--- config.mk ---
export PLATFORM = sky130hd
export DESIGN_NAME = hv_decode
export DESIGN_NICKNAME = d
export VERILOG_FILES = /design/src/rtl/hv_decode.sv
export SDC_FILE = /design/constraint.sdc
export NUM_CORES = 1
export LEC_CHECK = 0
export BUFFER_PORTS_ARGS = -buffer_cell sky130_fd_sc_hd__clkbuf_2
export CORE_MARGIN = 2
export CORE_UTILIZATION = 41
export CTS_CLUSTER_SIZE = 16
export DETAILED_ROUTE_END_ITERATION = 10
export SKIP_CTS_REPAIR_TIMING = 1
export SLEW_MARGIN = 20
export SYNTH_ARGS = -nofsm -noshare
export SYNTH_HDL_FRONTEND = slang
export SYNTH_SLANG_ARGS = --single-unit
--- constraint.sdc ---
create_clock -name clock -period 2.4 [get_ports clock]
set_input_delay 0.24 -clock clock [delete_from_list [all_inputs] [get_ports clock]]
set_output_delay 0.24 -clock clock [all_outputs]
set_load 0.05 [all_outputs]
--- src/rtl/hv_decode.sv ---
// hv_decode: video timing decoder.
// Registers hsync/vsync/data_en, produces pixel coordinates one cycle after
// each active pixel, flags line-width and frame-height mismatches against
// ACTIVE_W/ACTIVE_H, and runs a lock FSM over frame boundaries.
// Optional feature macro: HV_DECODE_MEASURE_EN adds meas_hp/meas_vp, which
// report the measured hsync period and the number of lines per frame.
module hv_decode #(
  parameter int ACTIVE_W = 1024,
  parameter int ACTIVE_H = 600
) (
  input  logic        clock,
  input  logic        reset_L,
  input  logic        hsync,
  input  logic        vsync,
  input  logic        data_en,
  output logic        px_valid,
  output logic [10:0] px_x,
  output logic [9:0]  px_y,
  output logic        line_start,
  output logic        frame_start,
  output logic        err_width,
  output logic        err_height,
  output logic        locked
`ifdef HV_DECODE_MEASURE_EN
  ,
  output logic [11:0] meas_hp,
  output logic [10:0] meas_vp
`endif
);

  localparam logic [10:0] W_EXP = 11'(ACTIVE_W);
  localparam logic [9:0]  H_EXP = 10'(ACTIVE_H);
  localparam logic [10:0] X_MAX = 11'h7FF;
  localparam logic [9:0]  Y_MAX = 10'h3FF;

  typedef enum logic [1:0] {
    ST_UNLOCKED = 2'd0,
    ST_SYNC     = 2'd1,
    ST_LOCKED   = 2'd2
  } lock_state_t;

  // Input history and edge detection
  logic        r_vs_d;
  logic        r_de_d;
  logic        w_de_rise;
  logic        w_de_fall;
  logic        w_vs_rise;

  // Datapath registers
  logic        r_px_valid;
  logic [10:0] r_px_x;
  logic [9:0]  r_px_y;
  logic        r_line_start;
  logic [10:0] r_line_cnt;   // active cycles seen in the current line
  logic [9:0]  r_y;          // completed lines in the current frame

  // Frame checks
  logic        r_frame_start;
  logic        r_err_width;
  logic        r_err_height;
  logic        r_frame_seen; // a vs_rise has occurred since reset
  logic        r_frame_err;  // width error seen in the frame in progress

  // Lock FSM
  lock_state_t r_state;
  logic        r_locked;

  logic [9:0]  w_y_cur;
  logic [9:0]  w_y_inc;
  logic [9:0]  w_frame_lines;
  logic        w_width_bad;
  logic        w_height_bad;
  logic        w_frame_bad;

  assign w_de_rise = data_en & ~r_de_d;
  assign w_de_fall = ~data_en & r_de_d;
  assign w_vs_rise = vsync & ~r_vs_d;

  // A frame boundary in the same cycle as a line start clears first, so the
  // new line is reported as line 0.
  assign w_y_cur       = w_vs_rise ? 10'd0 : r_y;
  assign w_y_inc       = (r_y == Y_MAX) ? r_y : r_y + 10'd1;
  // A line ending in the vs_rise cycle still belongs to the frame closing.
  assign w_frame_lines = w_de_fall ? w_y_inc : r_y;

  // Saturated counts cannot represent the true length, so they never match.
  assign w_width_bad  = (r_line_cnt == X_MAX) || (r_line_cnt != W_EXP);
  assign w_height_bad = (w_frame_lines == Y_MAX) || (w_frame_lines != H_EXP);

  // A frame is bad if any width error was flagged in it, including one
  // reported in the same cycle as the closing frame_start.
  assign w_frame_bad = r_frame_err | r_err_width | r_err_height;

  // Edge registers, pixel coordinates and line counting
  // NOTE: state is updated with non-blocking assignments so every register
  // samples pre-edge values; the asynchronous reset clears it at once.
  always_ff @(posedge clock or negedge reset_L) begin
    if (!reset_L) begin
      r_vs_d       <= 1'b0;
      r_de_d       <= 1'b0;
      r_px_valid   <= 1'b0;
      r_px_x       <= 11'd0;
      r_px_y       <= 10'd0;
      r_line_start <= 1'b0;
      r_line_cnt   <= 11'd0;
      r_y          <= 10'd0;
    end else begin
      r_vs_d       <= vsync;
      r_de_d       <= data_en;
      r_px_valid   <= data_en;
      r_line_start <= w_de_rise;
      if (w_de_rise) begin
        r_px_x     <= 11'd0;
        r_line_cnt <= 11'd1;
      end else if (data_en) begin
        r_px_x     <= (r_px_x == X_MAX) ? r_px_x : r_px_x + 11'd1;
        r_line_cnt <= (r_line_cnt == X_MAX) ? r_line_cnt : r_line_cnt + 11'd1;
      end
      if (data_en) begin
        r_px_y <= w_y_cur;
      end
      if (w_vs_rise) begin
        r_y <= 10'd0;
      end else if (w_de_fall) begin
        r_y <= w_y_inc;
      end
    end
  end

  // Frame/line boundary pulses and geometry error pulses
  always_ff @(posedge clock or negedge reset_L) begin
    if (!reset_L) begin
      r_frame_start <= 1'b0;
      r_err_width   <= 1'b0;
      r_err_height  <= 1'b0;
      r_frame_seen  <= 1'b0;
    end else begin
      r_frame_start <= w_vs_rise;
      r_err_width   <= w_de_fall & w_width_bad;
      r_err_height  <= w_vs_rise & r_frame_seen & w_height_bad;
      if (w_vs_rise) begin
        r_frame_seen <= 1'b1;
      end
    end
  end

  // Lock FSM, driven by the registered frame_start and error pulses
  always_ff @(posedge clock or negedge reset_L) begin
    if (!reset_L) begin
      r_state     <= ST_UNLOCKED;
      r_locked    <= 1'b0;
      r_frame_err <= 1'b0;
    end else begin
      if (r_frame_start) begin
        r_frame_err <= 1'b0;
      end else if (r_err_width) begin
        r_frame_err <= 1'b1;
      end
      case (r_state)
        ST_UNLOCKED: begin
          if (r_frame_start) begin
            r_state <= ST_SYNC;
          end
        end
        ST_SYNC: begin
          if (r_frame_start && !w_frame_bad) begin
            r_state  <= ST_LOCKED;
            r_locked <= 1'b1;
          end
        end
        ST_LOCKED: begin
          if (r_err_width || r_err_height) begin
            r_state  <= ST_SYNC;
            r_locked <= 1'b0;
          end
        end
        default: begin
          r_state  <= ST_UNLOCKED;
          r_locked <= 1'b0;
        end
      endcase
    end
  end

  assign px_valid    = r_px_valid;
  assign px_x        = r_px_x;
  assign px_y        = r_px_y;
  assign line_start  = r_line_start;
  assign frame_start = r_frame_start;
  assign err_width   = r_err_width;
  assign err_height  = r_err_height;
  assign locked      = r_locked;

`ifdef HV_DECODE_MEASURE_EN
  logic        r_hs_d;
  logic        r_hs_seen;
  logic [11:0] r_hp_cnt;
  logic [11:0] r_meas_hp;
  logic [10:0] r_vp_cnt;
  logic [10:0] r_meas_vp;
  logic        w_hs_rise;

  assign w_hs_rise = hsync & ~r_hs_d;

  // Measure hsync period in clocks and hsync rises per vsync period
  always_ff @(posedge clock or negedge reset_L) begin
    if (!reset_L) begin
      r_hs_d    <= 1'b0;
      r_hs_seen <= 1'b0;
      r_hp_cnt  <= 12'd0;
      r_meas_hp <= 12'd0;
      r_vp_cnt  <= 11'd0;
      r_meas_vp <= 11'd0;
    end else begin
      r_hs_d <= hsync;
      if (w_hs_rise) begin
        if (r_hs_seen) begin
          r_meas_hp <= r_hp_cnt;
        end
        r_hs_seen <= 1'b1;
        r_hp_cnt  <= 12'd1;
      end else if (r_hp_cnt != 12'hFFF) begin
        r_hp_cnt <= r_hp_cnt + 12'd1;
      end
      // An hsync rise coinciding with vsync rise opens the new frame's count.
      if (w_vs_rise) begin
        if (r_frame_seen) begin
          r_meas_vp <= r_vp_cnt;
        end
        r_vp_cnt <= w_hs_rise ? 11'd1 : 11'd0;
      end else if (w_hs_rise && (r_vp_cnt != 11'h7FF)) begin
        r_vp_cnt <= r_vp_cnt + 11'd1;
      end
    end
  end

  assign meas_hp = r_meas_hp;
  assign meas_vp = r_meas_vp;
`else
  // hsync feeds only the measurement logic, which is not built here.
  logic w_unused_hsync;
  assign w_unused_hsync = hsync;
`endif

endmodule
==> summary.md, run 1 <==
| Metric | Value |
|---|---|
| Final Util | `47.75%` |
| Synth cell types | `53` |
| Cell Int Power | `0.001362 W` |
| Switching pwr | `0.0005817 W` |
| Mapped Area | `2615 um2` |
| Fmax | `533.5 MHz` |
| WL per Instance | `14.58 um` |
| Seq/Total Area, Yosys | `50.72%` |
| Async set-reset flop share out of synthesis | `100.0%` |
| Post-synth top cells | `dfrtp_1 (53), nand2_1 (23), nor2_1 (23), a21oi_1 (15), nor3_1 (11)` |
| Yosys top cell by area | `dfrtp_1` |
| Largest cells by area after synthesis | `dfrtp_1 (51%), o2bb2ai_1 (3.3%), nand2_1 (3.3%)` |
| Placed cells | `363` |
| Die area | `7033 um2` |
| Antenna Cells | `0` |
| Crit path max-delay family | `simple AND/OR/NAND/NOR gates` |
| Port bufs | `30` |
| Largest net degree at the start of global routing | `54` |
| Gate power share | `15.5%` |
| Max cap viols | `0` |
| I/O pin total | `32` |
| Final ANT Viol Nets | `0` |
| Hold slack | `0.04716 ns` |
| Die width | `83.86 um` |
| Synth Instances | `261` |
| Max incr delay on CP | `0.48 ns` |
| Vias/cell | `5.699` |
| Worst setup margin | `0.5255 ns` |
| CP Cell Sequence | `ha_1, nand3_1, nor3_1, a21boi_0, a221oi_1` |
| Global-route wire length before repair | `9653 um` |
| Num CTS Buffers | `5` |
| Worst clock skew | `0.01290 ns` |
| Post-route DRC violation count | `0` |
| WP data arrival | `2.09 ns` |
| CP max-delay cell | `dfrtp_1` |
| RD Place Congestion | `0.8136` |
| Setup WS pre-CTS | `0.5286 ns` |
| Maximum root-to-sink buffer count | `2` |
| Total clock sinks | `53` |
| Vias in the first global route | `1971` |
| Period utilization | `78.10%` |
| Rel. slew slack | `70.36%` |
| Net Sw Frac | `29.92%` |
| Tmin final | `1.875 ns` |
| CTS clock-pin slew for the worst setup and hold paths | `0.10 ns` |
| CP Data Required Time | `2.61 ns` |
| Crit path buf inv count | `0` |
| Min-delay worst type | `in -> reg` |
| Static leakage | `1.314 nW` |
| H-tree depth | `2` |
| Setup TNS | `0 ns` |
| CP Class | `reg -> reg` |
| Initial DRC Count | `82` |
| Reg power frac | `52.8%` |
| Max-slew violations | `0` |
| Dominant synthesized flop cell | `dfrtp_1` |
| Peak VDD IR | `0.0004531 V` |
| RSZ-0062 raised after global routing | `false` |
| Finished Layout Cells | `372` |
| Final Hold Fails | `0` |
| Ys Warns | `0` |
| Seq cells post-synth | `53` |
| Setup Viol. Count Final | `0` |
| Slew @ Worst Pin | `0.4412 ns` |
| Synth top area share | `50.72%` |
| Pre-Repair DR Iteration Count | `4` |
| Count leader, synth | `dfrtp_1` |
| Largest fanout on the critical path | `7` |
| Final wirelength | `5422 um` |
| Status | `finished clean` |
| Total GRT Usage | `16.66%` |
| Crit. End Element | `register` |
| Total congestion overflow | `0` |
| Count of nets after finishing | `303` |
| Layout cells sized above 1 | `17.29%` |
| Area growth, synth to finish | `13.97%` |
| Clk Latency, worst-skew pair | `0.31 ns` |
| EDFF count, synth | `0` |
| Vias | `2120` |
| Post-Syn Area per Cell | `10.02 um2` |
| Initial antenna violation count | `0` |
| Initial Util | `41.90%` |
| Crit path launch type | `register` |
| Core Region | `6241 um2` |
| Clk pwr share | `31.7%` |
| CTS tree | `done` |
| Die height | `83.86 um` |
| Synth Net Count | `270` |
| Pwr/cell area | `652.2 nW/um2` |
| Detail Placement HPWL | `3657 um` |
| Clk root buf | `clkbuf_8` |
| Cell row count | `29` |
==> routing by layer <==
layer	vias up	GRT usage [%]	wire, um
met5	-	0	0
li1	1045	-	-
met3	4	3.264	184
met1	1033	25.98	2828
met4	0	4.839	42
met2	38	23.42	2366
==> through the flow <==
stage	cell area [um2]	power, W
3_5_place_dp	2858	0.001347
2_1_floorplan	2615	0.001250
6_report	2980	0.001944
4_1_cts	2970	0.001973
5_1_grt	2980	0.002056
3_3_place_gp	2858	0.001341
==> final cells by class <==
class / instances / area [um2]
inverters: 6 / 22.52
clock inverters: 3 / 43.79
multi-input cells: 191 / 1205
clock buffers: 5 / 68.82
flip-flops and latches: 53 / 1326
repair buffers: 37 / 217.7
fillers: 605 / 3261
well taps: 77 / 96.34
==> cell families (layout without fill, tap and decap cells) <==
| family | after synthesis | in the layout | synth area share [%] |
|---|---|---|---|
| AND/OR/NAND/NOR | 112 | 112 | 23.21 |
| AO/OA/AOI/OAI | 66 | 66 | 17.75 |
| flip-flops | 53 | 53 | 50.72 |
| buffers and inverters | 17 | 51 | 3.206 |
| XOR/XNOR | 6 | 6 | 2.010 |
| adder cells (fa/ha/maj) | 4 | 4 | 1.914 |
| multiplexers | 3 | 3 | 1.196 |
==> worst register-to-register path: stages (launching register included) <==
cell and delay, ns:
dfrtp_1 0.48, ha_1 0.29, nand3_1 0.14, nor3_1 0.41, a21boi_0 0.20, a221oi_1 0.26
==> sequential cells by signal, indices dropped and copies added, names as in the netlist <==
name and cells:
px_x 11, r_line_cnt 11, px_y 10, r_y 10
r_state 2, err_height 1, err_width 1, frame_start 1
line_start 1, locked 1, px_valid 1, r_frame_err 1
r_frame_seen 1, r_vs_d 1
==> path summary, 6_finish.rpt <==
kind	slack (ns)	startpoint	cells past startpoint	to
max	0.53	r_y[0]$_DFF_PN0_	5	r_y[7]$_DFF_PN0_
min	0.05	vsync	1	r_vs_d$_DFF_PN0_
max reg2reg	0.53	r_y[0]$_DFF_PN0_	5	r_y[7]$_DFF_PN0_
min reg2reg	0.49	frame_start$_DFF_PN0_	1	r_frame_err$_DFFE_PN0P_
max in group asynchronous	1.69	reset_L	3	px_x[3]$_DFFE_PN0P_
min in group asynchronous	0.46	reset_L	3	r_y[0]$_DFF_PN0_
==> power by group through the flow <==
stage	clock network (W)	logic [W]	registers, W
6_report	0.000616	0.000301	0.00103
5_1_grt	0.000684	0.000332	0.00104
4_1_cts	0.000642	0.000304	0.00103
3_5_place_dp	0	0.000303	0.00104
3_3_place_gp	0	0.000300	0.00104
2_1_floorplan	0	0.000132	0.00112
==> cells in the final DEF, fill, tap and decap left out, types with 5 or more instances in the layout <==
cell       count
xor2_1         5
dfrtp_1       53
nand3_1       10
o2bb2ai_1     10
clkbuf_2      30
buf_4          5
clkbuf_8       5
and4_1         5
a31oi_1        6
nand4_1        8
nor3_1        11
nor2_1        23
a21oi_1       15
nand2_1       23
nand2b_1       5
o21ai_0        9
inv_1          6
No activity file was read; power rests on OpenSTA's default activity.
==> run 2: changes to the inputs <==
==> constraint.sdc (replaced) <==
create_clock -name clock -period 1.8 [get_ports clock]
set_input_delay 0.18 -clock clock [delete_from_list [all_inputs] [get_ports clock]]
set_output_delay 0.18 -clock clock [all_outputs]
set_load 0.05 [all_outputs]
==> summary.md, run 2 (synthesized netlist as in run 1, its figures left out) <==
| Metric | Value |
|---|---|
| Status | `finished clean` |
| Most frequent cells in the layout | `dfrtp_1 (43), clkbuf_2 (30), buf_4 (26), nand2_1 (23), nor2_1 (23)` |
| FF-to-FF End | `r_line_cnt[5]$_DFFE_PN0P_` |
| Pwr/cell area | `843.4 nW/um2 (+29%)` |
| Max cap viols | `0 (unchanged)` |
| Rel. slew slack | `74.75% (+4.4 points)` |
| CTS tree | `done` |
| Vias/cell | `5.563 (-2.4%)` |
| Global-route wire length before repair | `10020 um (+3.8%)` |
| Reg2reg setup slack | `0.07 ns (-0.45 ns)` |
| Antenna Cells | `0 (unchanged)` |
| H-tree depth | `2 (unchanged)` |
| Post-route DRC violation count | `0 (unchanged)` |
| CP Class | `reg -> reg` |
| Layout cells sized above 1 | `25.87% (+8.6 points)` |
| Crit path buf inv count | `0 (unchanged)` |
| Final Hold Fails | `0 (unchanged)` |
| Largest net degree at the start of global routing | `54 (unchanged)` |
| Vias in the first global route | `2164 (+9.8%)` |
| Filler instances | `601 (-0.66%)` |
| Count of nets after finishing | `325 (+7.3%)` |
| Reg2reg path depth | `5 (unchanged)` |
| Peak VDD IR | `0.0004497 V (-0.75%)` |
| Worst setup margin | `0.07176 ns (-0.4537 ns)` |
| Initial Util | `41.90% (unchanged)` |
| RSZ-0062 raised after global routing | `false` |
| Cell row count | `29 (unchanged)` |
| Max-slew violations | `0 (unchanged)` |
| Fmax | `578.6 MHz (+8.5%)` |
| Period utilization | `96.01% (+18 points)` |
| Finished Layout Cells | `394 (+5.9%)` |
| Pre-Repair DR Iteration Count | `4 (unchanged)` |
| Placed cells | `384 (+5.8%)` |
| Detail Placement HPWL | `3940 um (+7.7%)` |
| Die height | `83.86 um (unchanged)` |
| RD Place Congestion | `0.9137 (+12%)` |
| Setup TNS | `0 ns (unchanged)` |
| Area after DPL | `3028 um2 (+6.0%)` |
| CP Data Required Time | `2.03 ns (-0.58 ns)` |
| Crit path launch type | `register` |
| CP Cell Sequence | `ha_1, and2_1, and4_4, or4_1, a21oi_1` |
| Area growth, synth to finish | `21.15%` |
| Initial antenna violation count | `0 (unchanged)` |
| Die width | `83.86 um (unchanged)` |
| RR Startpoint | `r_line_cnt[1]$_DFFE_PN0P_` |
| Hold path depth | `2 (+1)` |
| Register area | `1339 um2 (+0.94%)` |
| Num CTS Buffers | `5 (unchanged)` |
| Port bufs | `30 (unchanged)` |
| WP data arrival | `1.96 ns (-0.13 ns)` |
| Final ANT Viol Nets | `0 (unchanged)` |
| Core Region | `6241 um2 (unchanged)` |
| Total GRT Usage | `17.28% (+0.62 points)` |
| Clk Latency, worst-skew pair | `0.31 ns (about the same)` |
| Crit path max-delay family | `simple AND/OR/NAND/NOR gates` |
| Clk root buf | `clkbuf_8` |
| I/O pin total | `32 (unchanged)` |
| WL per Instance | `14.41 um (-1.1%)` |
| Total congestion overflow | `0 (unchanged)` |
| Tmin final | `1.728 ns (-0.1463 ns)` |
| CP max-delay cell | `or4_1` |
| Hold slack | `0.2450 ns (+0.1978 ns)` |
| Crit. Startpoint | `r_line_cnt[1]$_DFFE_PN0P_` |
| Maximum root-to-sink buffer count | `2 (unchanged)` |
| Hold EP | `px_valid$_DFF_PN0_` |
| Most common cell after layout, fill and taps aside | `dfrtp_1` |
| Area taken by multi-input logic gates | `1205 um2 (unchanged)` |
| Total clock sinks | `53 (unchanged)` |
| Final wirelength | `5679 um (+4.7%)` |
| Crit. End Element | `register` |
| Min-delay worst type | `in -> reg` |
| Hold Crit Start | `data_en` |
| Slew @ Worst Pin | `0.3692 ns (-0.07196 ns)` |
| Final instance area | `3168 um2 (+6.3%)` |
| CTS clock-pin slew for the worst setup and hold paths | `0.10 ns (about the same)` |
| Die area | `7033 um2 (unchanged)` |
| Static leakage | `1.411 nW (+7.4%)` |
| Vias | `2192 (+3.4%)` |
| Largest fanout on the critical path | `7 (unchanged)` |
| Initial DRC Count | `112 (+37%)` |
| Setup Viol. Count Final | `0 (unchanged)` |
| Worst clock skew | `0.008228 ns (-0.004669 ns)` |
| Setup WS pre-CTS | `0.1059 ns (-0.4227 ns)` |
| Max incr delay on CP | `0.46 ns (-0.02 ns)` |
run 2: per-layer routing:
layer	part of all wire (%)	track usage, %
met1	49	24.94
met2	46	26.55
met3	3.9	3.363
met4	1.2	5.132
met5	0	0
run 2: report_power, final:
group,switching (W),internal [W],total [W]
Combinational,0.000312,0.000165,0.000477
Clock,0.000400,0.000453,0.000853
Sequential,0.0000723,0.00127,0.00134
Total,0.000784,0.00189,0.00267
run 2: final cells by class:
class	instances	share of cell area, %
timing repair buffer	59	12.16
clock buffer	6	2.607
multi-input combinational	191	38.03
sequential	53	42.26
clock inverter	2	1.185
tap	77	3.041
inverter	6	0.7109
run 2: worst max path at each step:
stage / cells after the start / end / slack (ns)
after floorplan: 5 / px_x[0]$_DFFE_PN0P_ / 0.004
after global placement: 5 / r_line_cnt[5]$_DFFE_PN0P_ / 0.12
after detailed placement: 5 / r_line_cnt[5]$_DFFE_PN0P_ / 0.11
after CTS: 5 / r_line_cnt[5]$_DFFE_PN0P_ / 0.07
after global routing: 5 / err_height$_DFF_PN0_ / 0.006
final: 5 / r_line_cnt[5]$_DFFE_PN0P_ / 0.07
run 2: worst reg2reg max path, delay by kind of cell (launching register included):
kind	cells	cell delay [ns]
AOI/OAI and AO/OA	1	0.15
DFF	1	0.43
and+or+nand+nor	3	0.87
adders and majority gates	1	0.21
run 2: per-stage QoR:
stage,total power [W],utilization (%)
final,0.002672,50.76
after global routing,0.002808,50.76
after CTS,0.002704,50.44
after detailed placement,0.001843,48.52
after global placement,0.001833,48.52
after floorplan,0.001669,-
==> run 3: changes to the inputs <==
--- a/config.mk
+++ b/config.mk
@@ -10,6 +10,7 @@
 export CORE_UTILIZATION = 41
 export CTS_CLUSTER_SIZE = 16
 export DETAILED_ROUTE_END_ITERATION = 10
+export RECOVER_POWER = 50
 export SKIP_CTS_REPAIR_TIMING = 1
 export SLEW_MARGIN = 20
 export SYNTH_ARGS = -nofsm -noshare
==> summary.md, run 3 (synthesized netlist as in run 1, its figures left out) <==
| Metric | Value |
|---|---|
| Status | `finished clean` |
| Placed cells | `384 (unchanged)` |
| Clk pwr share | `32.0% (about the same)` |
| Final Hold Fails | `0 (unchanged)` |
| Pre-Repair DR Iteration Count | `4 (unchanged)` |
| I/O pin total | `32 (unchanged)` |
| Net Sw Frac | `29.38% (about the same)` |
| Die width | `83.86 um (unchanged)` |
| Die height | `83.86 um (unchanged)` |
| Peak VDD IR | `0.0004494 V (about the same)` |
| Switching pwr | `0.0007837 W (about the same)` |
| Crit path max-delay family | `simple AND/OR/NAND/NOR gates` |
| WL per Instance | `14.40 um (about the same)` |
| Total GRT Usage | `17.28% (unchanged)` |
| CTS clock-pin slew for the worst setup and hold paths | `0.10 ns (about the same)` |
| Initial Util | `41.90% (unchanged)` |
| Setup TNS | `0 ns (unchanged)` |
| Max incr delay on CP | `0.46 ns (about the same)` |
| Initial DRC Count | `117 (+4.5%)` |
| H-tree depth | `2 (unchanged)` |
| Fmax | `578.8 MHz (about the same)` |
| Setup Viol. Count Final | `0 (unchanged)` |
| Tot Pwr | `0.002668 W (-0.17%)` |
| Most frequent cells in the layout | `dfrtp_1 (43), clkbuf_2 (24), buf_4 (24), nand2_1 (23), nor2_1 (23)` |
| CP Class | `reg -> reg` |
| Static leakage | `1.383 nW (-2.0%)` |
| Vias in the first global route | `2164 (unchanged)` |
| Pwr/cell area | `846.0 nW/um2 (+0.31%)` |
| Clk root buf | `clkbuf_8` |
| Vias | `2180 (-0.55%)` |
| Hold slack | `0.3070 ns (+0.06198 ns)` |
| Area growth, synth to finish | `20.57%` |
| Cell row count | `29 (unchanged)` |
| Crit path launch type | `register` |
| Area after DPL | `3028 um2 (unchanged)` |
| Reg power frac | `50.3% (about the same)` |
| Period utilization | `95.99% (about the same)` |
| Global-route wire length before repair | `10020 um (unchanged)` |
| RD Place Congestion | `0.9137 (unchanged)` |
| Initial antenna violation count | `0 (unchanged)` |
| Cell Int Power | `0.001884 W (-0.21%)` |
| Count of nets after finishing | `325 (unchanged)` |
| Num CTS Buffers | `5 (unchanged)` |
| Maximum root-to-sink buffer count | `2 (unchanged)` |
| RSZ-0062 raised after global routing | `false` |
| Slew @ Worst Pin | `0.5966 ns (+0.2274 ns)` |
| Rel. slew slack | `60.40% (-14 points)` |
| Tmin final | `1.728 ns (-0.0004785 ns)` |
| Vias/cell | `5.533 (-0.55%)` |
| Min-delay worst type | `in -> reg` |
| Final wirelength | `5674 um (about the same)` |
| Clk Latency, worst-skew pair | `0.31 ns (about the same)` |
| Detail Placement HPWL | `3940 um (unchanged)` |
| Port bufs | `30 (unchanged)` |
| CP max-delay cell | `or4_1` |
| Max-slew violations | `0 (unchanged)` |
| Largest net degree at the start of global routing | `54 (unchanged)` |
| Layout cells sized above 1 | `23.34% (-2.5 points)` |
| CP Data Required Time | `2.03 ns (about the same)` |
| Post-route DRC violation count | `0 (unchanged)` |
| Die area | `7033 um2 (unchanged)` |
| Total congestion overflow | `0 (unchanged)` |
| Finished Layout Cells | `394 (unchanged)` |
| Worst clock skew | `0.007845 ns (-0.0003830 ns)` |
| Antenna Cells | `0 (unchanged)` |
| Final ANT Viol Nets | `0 (unchanged)` |
| Crit. End Element | `register` |
| Core Region | `6241 um2 (unchanged)` |
| Gate power share | `17.7% (about the same)` |
| Largest fanout on the critical path | `7 (unchanged)` |
| WP data arrival | `1.96 ns (about the same)` |
| Final instance area | `3153 um2 (-0.47%)` |
| Crit path buf inv count | `0 (unchanged)` |
| Most common cell after layout, fill and taps aside | `dfrtp_1` |
| Total clock sinks | `53 (unchanged)` |
| Max cap viols | `0 (unchanged)` |
| CTS tree | `done` |
| CP Cell Sequence | `ha_1, and2_1, and4_4, or4_1, a21oi_1` |
## run 3: cell count changes in the layout (fill, tap and decap cells not counted), sizes merged
cell / previous run / this run
buf: 27 / 25
clkbuf: 36 / 38
## run 3: power by group through the flow
stage	registers (W)	logic (W)	clock network, W
finish	0.00134	0.000472	0.000853
global route	0.00136	0.000518	0.000927
CTS	0.00134	0.000478	0.000883
detailed placement	0.00137	0.000476	0
global placement	0.00136	0.000470	0
floorplan	0.00149	0.000176	0
## run 3: layout make-up
type                       count  area [um2]
tap                           77       96.34
clock inverter                 2       37.54
fill                         607        3088
multi-input combinational    191        1205
clock buffer                   6       82.58
timing repair buffer          59       370.4
inverter                       6       22.52
sequential                    53        1339
## run 3: per-layer routing
layer	up-vias	share of wire, %	wire (um)	global-route usage [%]
li1	1087	-	-	-
met1	1039	49	2794	24.94
met2	48	46	2592	26.55
met3	6	3.8	218	3.363
met4	0	1.2	69	5.132
met5	-	0	0	0
## run 3: stage by stage
stage	setup WS (ns)	utilization, %
3_3_place_gp	0.1201	48.52
4_1_cts	0.07389	50.44
6_report	0.07224	50.52
2_1_floorplan	0.003508	-
5_1_grt	0.006122	50.52
3_5_place_dp	0.1059	48.52
## run 3: path summary, 6_finish.rpt
check / end / cells past startpoint / startpoint / slack (ns)
setup / recovery: r_line_cnt[5]$_DFFE_PN0P_ / 5 / r_line_cnt[1]$_DFFE_PN0P_ / 0.07
hold / removal: r_line_cnt[6]$_DFFE_PN0P_ / 3 / data_en / 0.31
setup reg to reg: r_line_cnt[5]$_DFFE_PN0P_ / 5 / r_line_cnt[1]$_DFFE_PN0P_ / 0.07
hold reg to reg: r_frame_seen$_DFFE_PN0P_ / 1 / r_frame_seen$_DFFE_PN0P_ / 0.49
max in group asynchronous: px_x[7]$_DFFE_PN0P_ / 3 / reset_L / 1.11
min in group asynchronous: px_y[6]$_DFFE_PN0P_ / 3 / reset_L / 0.44
## run 3: worst register-to-register path, delay by kind of cell (launching register included)
family          cells  cell delay [ns]
compound gates      1             0.15
fa+ha+maj           1             0.21
flops               1             0.43
simple gates        3             0.87
